File: src/rtl/fetch_sequencer_if.sv
// Fetch sequencer bus bundle: imem req/ack port, execute redirect inputs, decode output.
// Carries misalign_err only when FETCH_MISALIGN_TRAP_EN is defined.
interface fetch_sequencer_if #(
  parameter int unsigned WIDTH = 32
);
  logic             imem_req;
  logic [WIDTH-1:0] imem_addr;
  logic             imem_ack;
  logic [31:0]      imem_rdata;

  logic             redirect_valid;
  logic [1:0]       redirect_sel;
  logic [WIDTH-1:0] redirect_base;
  logic [31:0]      redirect_imm;
  logic [WIDTH-1:0] redirect_target;

  logic             stall;
  logic             instr_valid;
  logic [31:0]      instr;
  logic [WIDTH-1:0] instr_pc;

`ifdef FETCH_MISALIGN_TRAP_EN
  logic             misalign_err;

  modport master (
    output imem_req, imem_addr, instr_valid, instr, instr_pc, misalign_err,
    input  imem_ack, imem_rdata, redirect_valid, redirect_sel, redirect_base,
           redirect_imm, redirect_target, stall
  );

  modport slave (
    input  imem_req, imem_addr, instr_valid, instr, instr_pc, misalign_err,
    output imem_ack, imem_rdata, redirect_valid, redirect_sel, redirect_base,
           redirect_imm, redirect_target, stall
  );
`else
  modport master (
    output imem_req, imem_addr, instr_valid, instr, instr_pc,
    input  imem_ack, imem_rdata, redirect_valid, redirect_sel, redirect_base,
           redirect_imm, redirect_target, stall
  );

  modport slave (
    input  imem_req, imem_addr, instr_valid, instr, instr_pc,
    output imem_ack, imem_rdata, redirect_valid, redirect_sel, redirect_base,
           redirect_imm, redirect_target, stall
  );
`endif
endinterface

File: src/rtl/fetch_sequencer.sv
// Fetch sequencer: owns the PC, issues one outstanding imem request, applies redirects.
// Optional FETCH_MISALIGN_TRAP_EN: misaligned redirect targets raise sticky misalign_err and park fetch.
module fetch_sequencer #(
  parameter int unsigned      WIDTH    = 32,
  parameter logic [WIDTH-1:0] RESET_PC = '0
) (
  input logic               clk,
  input logic               rst,
  fetch_sequencer_if.master bus
);

  localparam logic [1:0] S_IDLE    = 2'd0;
  localparam logic [1:0] S_REQ     = 2'd1;
  localparam logic [1:0] S_HOLD    = 2'd2;
  localparam logic [1:0] S_DISCARD = 2'd3;

  localparam logic [WIDTH-1:0] PC_STEP = WIDTH'(4);

  logic [1:0]       r_state;
  logic [1:0]       w_state_nxt;
  logic [WIDTH-1:0] r_pc;
  logic [WIDTH-1:0] w_pc_nxt;
  logic             r_imem_req;
  logic             w_imem_req_nxt;
  logic             r_instr_valid;
  logic             w_instr_valid_nxt;
  logic [31:0]      r_instr;
  logic [31:0]      w_instr_nxt;
  logic [WIDTH-1:0] r_instr_pc;
  logic [WIDTH-1:0] w_instr_pc_nxt;

  logic             w_redirect;
  logic [WIDTH-1:0] w_target;
  logic             w_consumed;
  logic             w_trap;
  logic             w_parked;

  // Redirect decode; JALR target always has bit0 cleared.
  always_comb begin
    w_redirect = bus.redirect_valid &&
                 ((bus.redirect_sel == 2'b01) || (bus.redirect_sel == 2'b10));
    if (bus.redirect_sel == 2'b01) begin
      w_target = bus.redirect_base + WIDTH'($signed(bus.redirect_imm));
    end else begin
      w_target = bus.redirect_target & ~WIDTH'(1);
    end
  end

  assign w_consumed = r_instr_valid && !bus.stall;

`ifdef FETCH_MISALIGN_TRAP_EN
  logic r_misalign_err;

  assign w_parked = r_misalign_err;
  assign w_trap   = w_redirect && w_target[1] && !r_misalign_err;

  // Sticky until reset; once set the FSM stays parked in IDLE.
  always_ff @(posedge clk) begin
    if (rst) begin
      r_misalign_err <= 1'b0;
    end else if (w_trap) begin
      r_misalign_err <= 1'b1;
    end
  end

  assign bus.misalign_err = r_misalign_err;
`else
  assign w_parked = 1'b0;
  assign w_trap   = 1'b0;
`endif

  // Next-state and next-output logic; redirect outranks ack and stall in every state.
  always_comb begin
    w_state_nxt       = r_state;
    w_pc_nxt          = r_pc;
    w_instr_valid_nxt = r_instr_valid;
    w_instr_nxt       = r_instr;
    w_instr_pc_nxt    = r_instr_pc;

    case (r_state)
      S_IDLE: begin
        if (!w_parked) begin
          if (w_redirect) begin
            w_pc_nxt = w_target;
          end
          w_state_nxt = S_REQ;
        end
      end
      S_REQ: begin
        if (w_redirect) begin
          w_pc_nxt    = w_target;
          w_state_nxt = bus.imem_ack ? S_REQ : S_DISCARD;
        end else if (bus.imem_ack) begin
          w_instr_nxt       = bus.imem_rdata;
          w_instr_pc_nxt    = r_pc;
          w_instr_valid_nxt = 1'b1;
          w_pc_nxt          = r_pc + PC_STEP;
          w_state_nxt       = S_HOLD;
        end
      end
      S_HOLD: begin
        if (w_redirect) begin
          w_instr_valid_nxt = 1'b0;
          w_pc_nxt          = w_target;
          w_state_nxt       = S_REQ;
        end else if (w_consumed) begin
          w_instr_valid_nxt = 1'b0;
          w_state_nxt       = S_REQ;
        end
      end
      S_DISCARD: begin
        // Stale response is swallowed; a redirect keeps only the newest target.
        if (w_redirect) begin
          w_pc_nxt    = w_target;
          w_state_nxt = bus.imem_ack ? S_REQ : S_DISCARD;
        end else if (bus.imem_ack) begin
          w_state_nxt = S_REQ;
        end
      end
      default: begin
        w_state_nxt = S_IDLE;
      end
    endcase

    if (w_trap) begin
      w_pc_nxt          = r_pc;
      w_instr_valid_nxt = 1'b0;
      w_state_nxt       = S_IDLE;
    end

    w_imem_req_nxt = (w_state_nxt == S_REQ);
  end

  // State and output registers.
  always_ff @(posedge clk) begin
    if (rst) begin
      r_state       <= S_IDLE;
      r_pc          <= RESET_PC;
      r_imem_req    <= 1'b0;
      r_instr_valid <= 1'b0;
      r_instr       <= '0;
      r_instr_pc    <= '0;
    end else begin
      r_state       <= w_state_nxt;
      r_pc          <= w_pc_nxt;
      r_imem_req    <= w_imem_req_nxt;
      r_instr_valid <= w_instr_valid_nxt;
      r_instr       <= w_instr_nxt;
      r_instr_pc    <= w_instr_pc_nxt;
    end
  end

  assign bus.imem_req    = r_imem_req;
  assign bus.imem_addr   = r_pc;
  assign bus.instr_valid = r_instr_valid;
  assign bus.instr       = r_instr;
  assign bus.instr_pc    = r_instr_pc;

endmodule

File: src/flat_wrapper.sv
// flat-port wrapper written by rule: the top's interface ports become plain ports
module fetch_sequencer_flat 
#(
  parameter int unsigned      WIDTH    = 32,
  parameter logic [WIDTH-1:0] RESET_PC = '0
)
  (clk, rst, bus_imem_req, bus_imem_addr, bus_instr_valid, bus_instr, bus_instr_pc, bus_imem_ack, bus_imem_rdata, bus_redirect_valid, bus_redirect_sel, bus_redirect_base, bus_redirect_imm, bus_redirect_target, bus_stall);
  fetch_sequencer_if #(.WIDTH(WIDTH)) bus_i ();
  input logic clk;
  input logic rst;
  output wire logic [$bits(bus_i.imem_req)-1:0] bus_imem_req;
  output wire logic [$bits(bus_i.imem_addr)-1:0] bus_imem_addr;
  output wire logic [$bits(bus_i.instr_valid)-1:0] bus_instr_valid;
  output wire logic [$bits(bus_i.instr)-1:0] bus_instr;
  output wire logic [$bits(bus_i.instr_pc)-1:0] bus_instr_pc;
  input wire logic [$bits(bus_i.imem_ack)-1:0] bus_imem_ack;
  input wire logic [$bits(bus_i.imem_rdata)-1:0] bus_imem_rdata;
  input wire logic [$bits(bus_i.redirect_valid)-1:0] bus_redirect_valid;
  input wire logic [$bits(bus_i.redirect_sel)-1:0] bus_redirect_sel;
  input wire logic [$bits(bus_i.redirect_base)-1:0] bus_redirect_base;
  input wire logic [$bits(bus_i.redirect_imm)-1:0] bus_redirect_imm;
  input wire logic [$bits(bus_i.redirect_target)-1:0] bus_redirect_target;
  input wire logic [$bits(bus_i.stall)-1:0] bus_stall;
  assign bus_imem_req = bus_i.imem_req;
  assign bus_imem_addr = bus_i.imem_addr;
  assign bus_instr_valid = bus_i.instr_valid;
  assign bus_instr = bus_i.instr;
  assign bus_instr_pc = bus_i.instr_pc;
  assign bus_i.imem_ack = bus_imem_ack;
  assign bus_i.imem_rdata = bus_imem_rdata;
  assign bus_i.redirect_valid = bus_redirect_valid;
  assign bus_i.redirect_sel = bus_redirect_sel;
  assign bus_i.redirect_base = bus_redirect_base;
  assign bus_i.redirect_imm = bus_redirect_imm;
  assign bus_i.redirect_target = bus_redirect_target;
  assign bus_i.stall = bus_stall;
  fetch_sequencer #(.WIDTH(WIDTH), .RESET_PC(RESET_PC)) u_core (.clk(clk), .rst(rst), .bus(bus_i));
endmodule
File: config.mk
export PLATFORM = sky130hd
export DESIGN_NAME = fetch_sequencer_flat
export DESIGN_NICKNAME = d
export VERILOG_FILES = /design/src/rtl/fetch_sequencer_if.sv /design/src/rtl/fetch_sequencer.sv /design/src/flat_wrapper.sv
export SDC_FILE = /design/constraint.sdc
export NUM_CORES = 1
export LEC_CHECK = 0
export CAP_MARGIN = 10
export CORE_UTILIZATION = 45
export CTS_BUF_LIST = sky130_fd_sc_hd__clkbuf_16
export DETAILED_ROUTE_END_ITERATION = 8
export DONT_BUFFER_PORTS = 1
export PLACE_DENSITY = 0.63
export RECOVER_POWER = 25
export SLEW_MARGIN = 20
export SYNTH_ARGS = -nofsm -noshare
export SYNTH_HDL_FRONTEND = slang
export SYNTH_SLANG_ARGS = --single-unit
File: constraint.sdc
create_clock -name clk -period 4.15 [get_ports clk]
set_clock_uncertainty 0.15 [all_clocks]
set_input_delay 0.83 -clock clk [delete_from_list [all_inputs] [get_ports clk]]
set_output_delay 0.83 -clock clk [all_outputs]
set_load 0.03 [all_outputs]
==> reports/summary.json <==
{
  "area.growth.synth_to_final": {"value": 5.95, "unit": "%"},
  "run_status": {"value": "completed"},
  "ys_seq_area_frac": {"value": 0.323},
  "placementRows": {"value": 42},
  "critPathRequiredTime": {"value": 4.22, "unit": "ns"},
  "clk-insertion-delay-late": {"value": 0.34, "unit": "ns"},
  "final_setup_vio_count": {"value": 0},
  "cts_hold_buf": {"value": 0},
  "tritoncts": {"value": "built"},
  "number_of_gates_resized_after_cts": {"value": 0},
  "drtIter0Drc": {"value": 426},
  "overflow": {"value": 0},
  "grt_first_pass_wirelength": {"value": 28900, "unit": "um"},
  "cp_data_arrival_time": {"value": 3.43, "unit": "ns"},
  "unrepaired_setup_endpoints_after_global_routing": {"value": "no"},
  "cp-start-kind": {"value": "input pin"},
  "remaining_drc_errors": {"value": 0},
  "core_area": {"value": 0.0133, "unit": "mm2"},
  "holdCritStartpoint": {"value": "rst"},
  "synth-seq-cells": {"value": 100},
  "clkTransAtPathRegs": {"value": 0.07, "unit": "ns"},
  "final-max-slew-violation-count": {"value": 0},
  "reg2reg_from": {"value": "u_core.bus.imem_addr[2]"},
  "fin_setup_tns": {"value": 0, "unit": "ns"},
  "synth_top_area_frac": {"value": 0.323},
  "cells_taking_the_most_area_after_synthesis": {"value": "sky130_fd_sc_hd__dfxtp_1 (32%), sky130_fd_sc_hd__nand2_1 (11%), sky130_fd_sc_hd__a21oi_1 (10%)"},
  "ios": {"value": 233},
  "share_of_final_layout_standard_cells_stronger_than_drive_strength_1": {"value": 0.0477},
  "asyncSetResetFlopFracSynth": {"value": 0},
  "start_util": {"value": 0.465},
  "static-leakage-power": {"value": 0.00237, "unit": "uW"},
  "drt_pre_antenna_iters": {"value": 5},
  "via_count_of_the_first_global_routing_pass": {"value": 5542},
  "synth.largest_area_cell": {"value": "sky130_fd_sc_hd__dfxtp_1"},
  "synthesis.instances": {"value": 844},
  "worstMarginPinSlew": {"value": 0.692, "unit": "ns"},
  "cts_inserted_buffers": {"value": 9},
  "crit_path_start": {"value": "bus_redirect_imm[0]"},
  "max-cap-violations": {"value": 0},
  "layout.cells.most_common": {"value": "sky130_fd_sc_hd__nand2_1"},
  "cpMaxStageDelayCell": {"value": "sky130_fd_sc_hd__o31ai_2"},
  "nNetsFinal": {"value": 984},
  "post_synth.cell_area_avg": {"value": 7.35, "unit": "um2"},
  "fmaxAchievable": {"value": 298, "unit": "MHz"},
  "antenna_found_initial": {"value": 1},
  "ys_warn_count": {"value": 0},
  "post_synth_num_cell_types": {"value": 65},
  "power_density": {"value": 380, "unit": "mW/mm2"},
  "grt_util_all_layers": {"value": 0.256},
  "finalWeightedCongestion": {"value": 0.894},
  "irDropWorstVdd": {"value": 0.157, "unit": "mV"},
  "layout.cells.most_common_list": {"value": "sky130_fd_sc_hd__nand2_1 (183), sky130_fd_sc_hd__a21oi_1 (128), sky130_fd_sc_hd__dfxtp_1 (100)"},
  "postRouteAntennaNets": {"value": 0},
  "crit_fanout": {"value": 7},
  "timing.hold.worst.class": {"value": "in2reg"},
  "die_width": {"value": 119, "unit": "um"},
  "maximum_number_of_pins_on_one_net_before_global_route_repair": {"value": 97},
  "power.total": {"value": 2500, "unit": "uW"},
  "fp.dieArea": {"value": 0.0143, "unit": "mm2"},
  "timing.critical_path.buf_inv": {"value": 1},
  "cts.root.buffer_cell": {"value": "sky130_fd_sc_hd__clkbuf_16"},
  "worst_slew_margin_rel": {"value": 0.539},
  "cts_sinks": {"value": 100},
  "placement.io_buffers": {"value": 0},
  "post-cts-setup-buffers": {"value": 0},
  "drt-total-wl": {"value": 19000, "unit": "um"},
  "max-clock-path-buffers": {"value": 2},
  "drt-vias-per-instance": {"value": 6.10},
  "timing.setup.critical_path_class": {"value": "in2reg"},
  "hpwlAfterDp": {"value": 14200, "unit": "um"},
  "period_share": {"value": 0.808},
  "wl_per_cell": {"value": 19.0, "unit": "um"},
  "clock_tree.htree_level_count": {"value": 3},
  "edff_count_synth": {"value": 0},
  "synthesis.area": {"value": 0.00620, "unit": "mm2"},
  "timing.critical_path.cells": {"value": "ha_1 -> inv_1 -> fa_1 -> nor2b_1 -> o31a_1 -> nor3_1 -> o31ai_2 -> a31oi_4 -> o21ai_1 -> mux2i_1 -> a21oi_1 -> a2111oi_0"},
  "primary_flip_flop_cell_chosen_by_synthesis_mapping": {"value": "sky130_fd_sc_hd__dfxtp_1"},
  "dr_total_vias": {"value": 6080},
  "critical-path-max-stage-delay": {"value": 0.39, "unit": "ns"},
  "timing.final.crit_period": {"value": 3.36, "unit": "ns"},
  "worst_setup_path_end_kind": {"value": "flop"},
  "hold_viol_final": {"value": 0},
  "die-height": {"value": 119, "unit": "um"},
  "mappedNetlistNets": {"value": 1013},
  "critical-path-top-delay-family": {"value": "compound AO/OA/AOI/OAI gates"}
}
-- sequential cells by signal (all words and copies together), names as in the netlist --
name,flops
u_core.bus.instr_valid,1
u_core.bus.imem_req,1
u_core.bus.instr_pc,32
u_core.r_state,2
u_core.bus.instr,32
u_core.bus.imem_addr,32
-- final cells by class --
class	count	area, um2
Timing Repair Buffer	11	82.6
Tap cell	176	220
Clock buffer	9	225
Fill cell	1363	6780
Multi-Input combinational cell	673	3930
Antenna cell	2	5.00
Clock inverter	5	31.3
Sequential cell	100	2000
Inverter	20	75.1
-- synthesized netlist by cell type (all sizes together) (2+ instances only) --
cell type and n:
nand2 184, a21oi 128, dfxtp 100, nor2 51, clkbuf 44, o21ai 39
ha 33, nand3 25, inv 19, nor3 15, xnor2 15, a211oi 13
a21o 13, a31oi 12, nand4 12, xor2 11, and3 10, nand2b 10
mux2i 9, o211ai 9, o31ai 8, buf 7, nor2b 6, a22oi 5
a41oi 5, and2 5, a221o 4, o221ai 4, a2111oi 3, a21boi 3
mux2 3, o21a 3, a221oi 2, a31o 2, and4 2, nand3b 2
nor4 2, o21bai 2, o311a 2, o32ai 2, or2 2, or3 2
-- layer usage --
metal / part of all wire / track usage / vias up
met3: 0.096 / 0.0570 / 25
met1: 0.43 / 0.332 / 2805
met4: 0.015 / 0.0734 / 0
met5: 0 / 0 / -
li1: - / - / 2950
met2: 0.46 / 0.423 / 300
-- logic make-up after synthesis --
| group | share of synthesized area |
|---|---|
| fa+ha+maj | 0.0698 |
| xor+xnor | 0.0367 |
| compound gates | 0.267 |
| simple gates | 0.239 |
| flops | 0.323 |
| buf+inv | 0.0448 |
| mux | 0.0200 |
-- where the power goes --
group	internal [uW]	switching, uW	total (uW)
clock	396	347	743
sequential	1020	178	1190
combinational	211	347	558
-- stage by stage --
stage               instance area [um2]  cells  utilization  setup slack, ns  hold slack, ns
floorplan                          6200    844            -            0.833           0.380
CTS                                6570    994        0.492            0.796           0.391
detailed placement                 6310    980        0.473            0.466           0.443
finish                             6570    996        0.492            0.795           0.407
global route                       6570    995        0.492            0.504           0.398
global placement                   6310    980        0.473            0.539           0.418
-- path summary, 6_finish.rpt --
| kind | endpoint | cells past startpoint | slack (ns) |
|---|---|---|---|
| worst max-delay path | u_core.bus.imem_addr[20] | 12 | 0.79 |
| worst min-delay path | u_core.bus.instr[2] | 1 | 0.41 |
| worst max register to register | u_core.bus.imem_addr[28] | 10 | 0.83 |
| worst min register to register | u_core.bus.instr[0] | 2 | 0.45 |
Note: power is estimated with default switching activity, not from simulation.
